===== config.mk =====
export PLATFORM = sky130hd
export DESIGN_NAME = uart_rx_flat
export DESIGN_NICKNAME = d
export VERILOG_FILES = /design/src/rtl/uart_rx_if.sv /design/src/rtl/uart_rx.sv /design/src/flat_wrapper.sv
export SDC_FILE = /design/constraint.sdc
export NUM_CORES = 1
export LEC_CHECK = 0
export CAP_MARGIN = 20
export CORE_UTILIZATION = 35
export DETAILED_ROUTE_END_ITERATION = 16
export PLACE_DENSITY = 0.49
export SYNTH_ARGS = -nofsm -noshare
export SYNTH_HDL_FRONTEND = slang
export SYNTH_SLANG_ARGS = --single-unit
export TNS_END_PERCENT = 10

===== constraint.sdc =====
create_clock -name clk_i -period 6.9 [get_ports clk_i]
set_input_delay 1.38 -clock clk_i [delete_from_list [all_inputs] [get_ports clk_i]]
set_output_delay 1.38 -clock clk_i [all_outputs]
set_load 0.01 [all_outputs]

===== src/rtl/uart_rx_if.sv =====
// UART receiver bus: serial line, frame configuration and received byte / status strobes.
interface uart_rx_if #(
  parameter int unsigned DATA_WIDTH     = 8,
  parameter int unsigned PRESCALE_WIDTH = 6
);
  logic                      rx_in;
  logic                      par_en;
  logic                      par_typ;
  logic [PRESCALE_WIDTH-1:0] prescale;
  logic [DATA_WIDTH-1:0]     p_data;
  logic                      data_valid;
  logic                      par_err;
  logic                      stp_err;

  modport master (
    output rx_in, par_en, par_typ, prescale,
    input  p_data, data_valid, par_err, stp_err
  );

  modport slave (
    input  rx_in, par_en, par_typ, prescale,
    output p_data, data_valid, par_err, stp_err
  );
endinterface


===== src/rtl/uart_rx.sv =====
// UART receiver: oversampled 2-of-3 majority bit recovery, start/data/parity/stop
// deframing, registered byte output with one-cycle valid and error strobes.
module uart_rx #(
  parameter int unsigned DATA_WIDTH     = 8,
  parameter int unsigned PRESCALE_WIDTH = 6
) (
  input  logic      clk_i,
  input  logic      rst_ni,
  uart_rx_if.slave  bus
);

  localparam int unsigned DW   = DATA_WIDTH;
  localparam int unsigned PW   = PRESCALE_WIDTH;
  localparam int unsigned BitW = (DW > 1) ? $clog2(DW) : 1;

  typedef enum logic [2:0] {
    IDLE,
    START,
    DATA,
    PARITY,
    STOP
  } state_e;

  state_e          state_q, state_d;
  logic [PW-1:0]   edge_q, edge_d;
  logic [BitW-1:0] bit_q, bit_d;
  logic [DW-1:0]   shift_q, shift_d;
  logic [1:0]      smp_q, smp_d;
  logic [PW-1:0]   presc_q, presc_d;
  logic            par_en_q, par_en_d;
  logic            par_typ_q, par_typ_d;
  logic            par_bad_q, par_bad_d;
  logic [DW-1:0]   p_data_q, p_data_d;
  logic            dv_q, dv_d;
  logic            pe_q, pe_d;
  logic            se_q, se_d;

  logic [PW-1:0]   half;
  logic            at_s0, at_s1, at_vote, at_last;
  logic            vote, par_exp;

  // Third sample is taken live so the decision registers one cycle after it.
  always_comb begin
    half    = presc_q >> 1;
    at_s0   = (edge_q == half - PW'(1));
    at_s1   = (edge_q == half);
    at_vote = (edge_q == half + PW'(1));
    at_last = (edge_q == presc_q - PW'(1));
    vote    = (smp_q[0] & smp_q[1]) | (smp_q[0] & bus.rx_in) | (smp_q[1] & bus.rx_in);
    par_exp = par_typ_q ? ~^shift_q : ^shift_q;
  end

  // Next-state and output logic.
  always_comb begin
    state_d   = state_q;
    edge_d    = edge_q;
    bit_d     = bit_q;
    shift_d   = shift_q;
    smp_d     = smp_q;
    presc_d   = presc_q;
    par_en_d  = par_en_q;
    par_typ_d = par_typ_q;
    par_bad_d = par_bad_q;
    p_data_d  = p_data_q;
    dv_d      = 1'b0;
    pe_d      = 1'b0;
    se_d      = 1'b0;

    if (state_q != IDLE) begin
      edge_d = at_last ? '0 : edge_q + PW'(1);
      if (at_s0) smp_d[0] = bus.rx_in;
      if (at_s1) smp_d[1] = bus.rx_in;
    end

    unique case (state_q)
      IDLE: begin
        edge_d = '0;
        bit_d  = '0;
        if (!bus.rx_in) begin
          state_d   = START;
          edge_d    = PW'(1);
          presc_d   = bus.prescale;
          par_en_d  = bus.par_en;
          par_typ_d = bus.par_typ;
          par_bad_d = 1'b0;
        end
      end
      START: begin
        if (at_vote && vote) begin
          state_d = IDLE;
          edge_d  = '0;
        end else if (at_last) begin
          state_d = DATA;
          bit_d   = '0;
        end
      end
      DATA: begin
        if (at_vote) shift_d = {vote, shift_q[DW-1:1]};
        if (at_last) begin
          bit_d = bit_q + BitW'(1);
          if (bit_q == BitW'(DW - 1)) state_d = par_en_q ? PARITY : STOP;
        end
      end
      PARITY: begin
        if (at_vote) par_bad_d = (vote != par_exp);
        if (at_last) state_d = STOP;
      end
      STOP: begin
        // Return to IDLE mid stop bit so an early following start edge is caught.
        if (at_vote) begin
          state_d = IDLE;
          edge_d  = '0;
          se_d    = ~vote;
          pe_d    = par_en_q & par_bad_q;
          if (vote && !(par_en_q && par_bad_q)) begin
            dv_d     = 1'b1;
            p_data_d = shift_q;
          end
        end
      end
      default: state_d = IDLE;
    endcase
  end

  always_ff @(posedge clk_i or negedge rst_ni) begin
    if (!rst_ni) begin
      state_q   <= IDLE;
      edge_q    <= '0;
      bit_q     <= '0;
      shift_q   <= '0;
      smp_q     <= '0;
      presc_q   <= '0;
      par_en_q  <= 1'b0;
      par_typ_q <= 1'b0;
      par_bad_q <= 1'b0;
      p_data_q  <= '0;
      dv_q      <= 1'b0;
      pe_q      <= 1'b0;
      se_q      <= 1'b0;
    end else begin
      state_q   <= state_d;
      edge_q    <= edge_d;
      bit_q     <= bit_d;
      shift_q   <= shift_d;
      smp_q     <= smp_d;
      presc_q   <= presc_d;
      par_en_q  <= par_en_d;
      par_typ_q <= par_typ_d;
      par_bad_q <= par_bad_d;
      p_data_q  <= p_data_d;
      dv_q      <= dv_d;
      pe_q      <= pe_d;
      se_q      <= se_d;
    end
  end

  assign bus.p_data     = p_data_q;
  assign bus.data_valid = dv_q;
  assign bus.par_err    = pe_q;
  assign bus.stp_err    = se_q;

endmodule


===== src/flat_wrapper.sv =====
// flat-port wrapper written by rule: the top's interface ports become plain ports
module uart_rx_flat 
#(
  parameter int unsigned DATA_WIDTH     = 8,
  parameter int unsigned PRESCALE_WIDTH = 6
)
  (clk_i, rst_ni, bus_rx_in, bus_par_en, bus_par_typ, bus_prescale, bus_p_data, bus_data_valid, bus_par_err, bus_stp_err);
  uart_rx_if #(.DATA_WIDTH(DATA_WIDTH), .PRESCALE_WIDTH(PRESCALE_WIDTH)) bus_i ();
  input  logic clk_i;
  input  logic rst_ni;
  input wire logic [$bits(bus_i.rx_in)-1:0] bus_rx_in;
  input wire logic [$bits(bus_i.par_en)-1:0] bus_par_en;
  input wire logic [$bits(bus_i.par_typ)-1:0] bus_par_typ;
  input wire logic [$bits(bus_i.prescale)-1:0] bus_prescale;
  output wire logic [$bits(bus_i.p_data)-1:0] bus_p_data;
  output wire logic [$bits(bus_i.data_valid)-1:0] bus_data_valid;
  output wire logic [$bits(bus_i.par_err)-1:0] bus_par_err;
  output wire logic [$bits(bus_i.stp_err)-1:0] bus_stp_err;
  assign bus_i.rx_in = bus_rx_in;
  assign bus_i.par_en = bus_par_en;
  assign bus_i.par_typ = bus_par_typ;
  assign bus_i.prescale = bus_prescale;
  assign bus_p_data = bus_i.p_data;
  assign bus_data_valid = bus_i.data_valid;
  assign bus_par_err = bus_i.par_err;
  assign bus_stp_err = bus_i.stp_err;
  uart_rx #(.DATA_WIDTH(DATA_WIDTH), .PRESCALE_WIDTH(PRESCALE_WIDTH)) u_core (.clk_i(clk_i), .rst_ni(rst_ni), .bus(bus_i));
endmodule

==> out/qor.yml <==
outcome:
  status: "finished clean"
setup_path:
  worst_setup_path_start_kind: "input port"
  crit_fanout: 9
  r2r-start: "u_core.presc_q[2]$_DFFE_PN0P_"
  critical_path.slowest_cell: "nor3_2"
  r2r_slack_ns: 4.05
  critPathArrivalTime_ns: 3.61
  critical_path.cell_chain: "clkdlybuf4s50_1, maj3_1, o21ai_0, nor3_2, mux2_2"
  reg2reg_depth: 8
  r2r_end: "u_core.shift_q[7]$_DFFE_PN0P_"
  crit_required_ns: 7.09
  crit_family: "simple AND/OR/NAND/NOR gates"
  crit_buf_inv: 1
  critPathKind: "input port to flop"
  cp-end-kind: "flop"
  cpPeakStageDelay_ns: 0.65
placed_design:
  placedCellCount: 315
  hpwl_mm: 3.72
  place_ws_ns: 3.11
  place_congestion: 0.744
  io_buffer_count: 21
  postPlaceCellArea_um2: 2670
drt:
  drc: 0
  vias_per_cell: 5.33
  ant_nets: 0
  wl_met2_mm: 2.21
  top_layer: "met4"
  drt_iter0_markers: 90
  drt_wl_total_mm: 5.05
  wl_met3_um: 146
  via_count: 1728
  avgRoutedWirePerCell_um: 15.6
  drtPass1Iterations: 4
  wl_met1_mm: 2.66
timing:
  finalHoldViolCount: 0
  period_share_pct: 49.7
  fin_ws_ns: 3.47
  finalSetupTns_ns: 0
  max_slew_margin_pct: 52.2
  fin_crit_ns: 3.43
  max_freq_mhz: 292
  clock_skew_ns: 0.0105
  setup_viol: 0
  slew_viol_final: 0
  tightest_slew_ns: 0.713
  rsz0062_at_grt: "no"
clocking:
  hold_buffers: 0
  ctsRootBufferMaster: "clkbuf_8"
  cts_buffer_depth: 2
  cts_tree: "yes"
  clk_pin_slew_ns: 0.09
  cts_resized: 0
  clkLatencyLatePin_ns: 0.29
  cts_buffers: 5
  htree_num_levels: 2
  clock-sinks: 42
  postCtsSetupRepairBufs: 0
cells_and_area:
  area_delta_synth_final_pct: 14.9
  nets: 264
  multi_input_area_um2: 1270
  antenna_cells: 0
  drive_gt1_share_pct: 17.4
  instances_no_fill: 324
  nFillCells: 639
  layout_commonest_cell: "dfrtp_1"
  fin_area_um2: 2790
  regArea_um2: 1050
  final_cell_mix: "dfrtp_1, mux2_2, clkdlybuf4s50_1"
pwr:
  power_mw: 1.10
  ir_drop_mv: 0.154
  leakage_nw: 1.20
  powerDensity_nw_per_um2: 396
synth:
  synth_area_um2: 2430
  ys_seq_area_share_pct: 43.3
  ys_warn_count: 0
  ys_ff_latch: 42
  synth_area_per_cell_um2: 10.6
  netlist_instances: 228
  synthesis.nets: 246
  netlist-cell-type-count: 49
die:
  die_x_um: 85.3
  coreArea_um2: 6530
  initial_core_util_pct: 37.1
  io-pin-count: 22
  die_y_um: 85.3
  rows: 29
  dieArea_um2: 7270
min_path:
  min_from: "u_core.state_q[2]$_DFFE_PN0P_"
  hp-class: "flop to flop"
  min_to: "u_core.state_q[1]$_DFFE_PN0P_"
  hold_depth: 1
flow_run:
  timing.max_cap.violations: 0
global_route:
  grt_usage_pct: 15.7
  grt_pass1_wl_mm: 8.94
  grt-ovfl-total: 0
  grt_pass1_vias: 1752
  antenna_found_initial: 0
  grt_max_degree: 43
-- kinds of logic (layout without fill, tap and decap cells) --
family / count (synthesis) / count (layout) / synth area share (%)
xor+xnor: 32 / 32 / 11.6
mux: 23 / 23 / 10.6
fa+ha+maj: 8 / 8 / 4.02
flops: 42 / 42 / 43.3
compound gates: 33 / 33 / 10.2
simple gates: 66 / 66 / 15.9
buf+inv: 24 / 43 / 4.38
-- cell type report --
class,count,share of cell area (%)
clock inverter,3,0.853
multi-input combinational,162,45.5
inverter,12,1.62
timing repair buffer,23,8.35
sequential,42,37.7
clock buffer,5,2.47
tap,77,3.46
-- registers in the layout, indices dropped and copies added (netlist names), 2 cells and up --
register,count
u_core.bit_q,3
u_core.bus.p_data,8
u_core.edge_q,6
u_core.presc_q,6
u_core.shift_q,8
u_core.smp_q,2
u_core.state_q,3
-- worst reg2reg max path, cell delays in order (launching register included) --
cell	delay, ns
dfrtp_1	0.54
inv_1	0.13
ha_1	0.30
xor2_1	0.18
a211oi_2	0.24
nand4_2	0.22
or2_4	0.34
nor3_4	0.40
mux2_2	0.39
-- routing by layer --
metal	up-vias	GRT usage, %
li1	841	-
met3	4	3.02
met1	854	24.1
met4	0	3.64
met5	-	0
met2	29	22.7
-- cells in the mapped netlist (all sizes together) --
master / number / area, um^2
and3: 1 / 6.26
o22ai: 1 / 6.26
a211o: 1 / 8.76
a311oi: 1 / 8.76
xnor2: 16 / 140
o31ai: 1 / 7.51
dfrtp: 42 / 1050
or4b: 1 / 10.0
nor2: 11 / 41.3
buf: 6 / 38.8
nand4b: 1 / 23.8
a31oi: 1 / 6.26
a31o: 1 / 8.76
o211ai: 1 / 7.51
o21ai: 9 / 45.0
nand2b: 3 / 18.8
or2: 1 / 8.76
or3b: 1 / 8.76
a2111oi: 1 / 27.5
o41ai: 2 / 17.5
clkbuf: 6 / 22.5
nor3: 7 / 51.3
inv: 12 / 45.0
o2111ai: 2 / 17.5
nand3: 5 / 25.0
nor3b: 1 / 7.51
nor4: 3 / 18.8
a21oi: 5 / 25.0
and3b: 1 / 8.76
a211oi: 4 / 35.0
mux2: 22 / 248
o21ba: 1 / 10.0
nand2: 17 / 66.3
nand4: 7 / 50.1
a22oi: 1 / 7.51
mux2i: 1 / 10.0
o22a: 1 / 8.76
maj3: 1 / 10.0
xor2: 16 / 140
or3: 4 / 25.0
nand3b: 2 / 15.0
ha: 7 / 87.6
-- how the worst max path moves through the flow --
stage               slack [ns]  cells past startpoint                                to  startpoint
floorplan                 3.91                      5  u_core.bus.p_data[0]$_DFFE_PN0P_   bus_rx_in
global placement          3.23                      5  u_core.bus.p_data[1]$_DFFE_PN0P_   bus_rx_in
detailed placement        3.11                      5  u_core.bus.p_data[2]$_DFFE_PN0P_   bus_rx_in
CTS                       3.44                      5  u_core.bus.p_data[1]$_DFFE_PN0P_   bus_rx_in
global route              3.30                      5  u_core.bus.p_data[7]$_DFFE_PN0P_   bus_rx_in
finish                    3.47                      5  u_core.bus.p_data[2]$_DFFE_PN0P_   bus_rx_in
-- report_power, final --
| group | internal, mW | total, mW | switching [mW] | leakage [nW] |
|---|---|---|---|---|
| sequential | 0.306 | 0.413 | 0.107 | 0.557 |
| combinational | 0.239 | 0.525 | 0.286 | 0.600 |
| clock | 0.0724 | 0.164 | 0.0918 | 0.0408 |
| total | 0.617 | 1.10 | 0.486 | 1.20 |
-- per-stage QoR --
step,utilization [%],hold slack [ns]
2_1_floorplan,-,0.463
4_1_cts,42.4,0.518
6_report,42.7,0.512
5_1_grt,42.7,0.537
3_3_place_gp,40.9,0.493
3_5_place_dp,40.9,0.500
No activity file was read; power rests on OpenSTA's default activity.
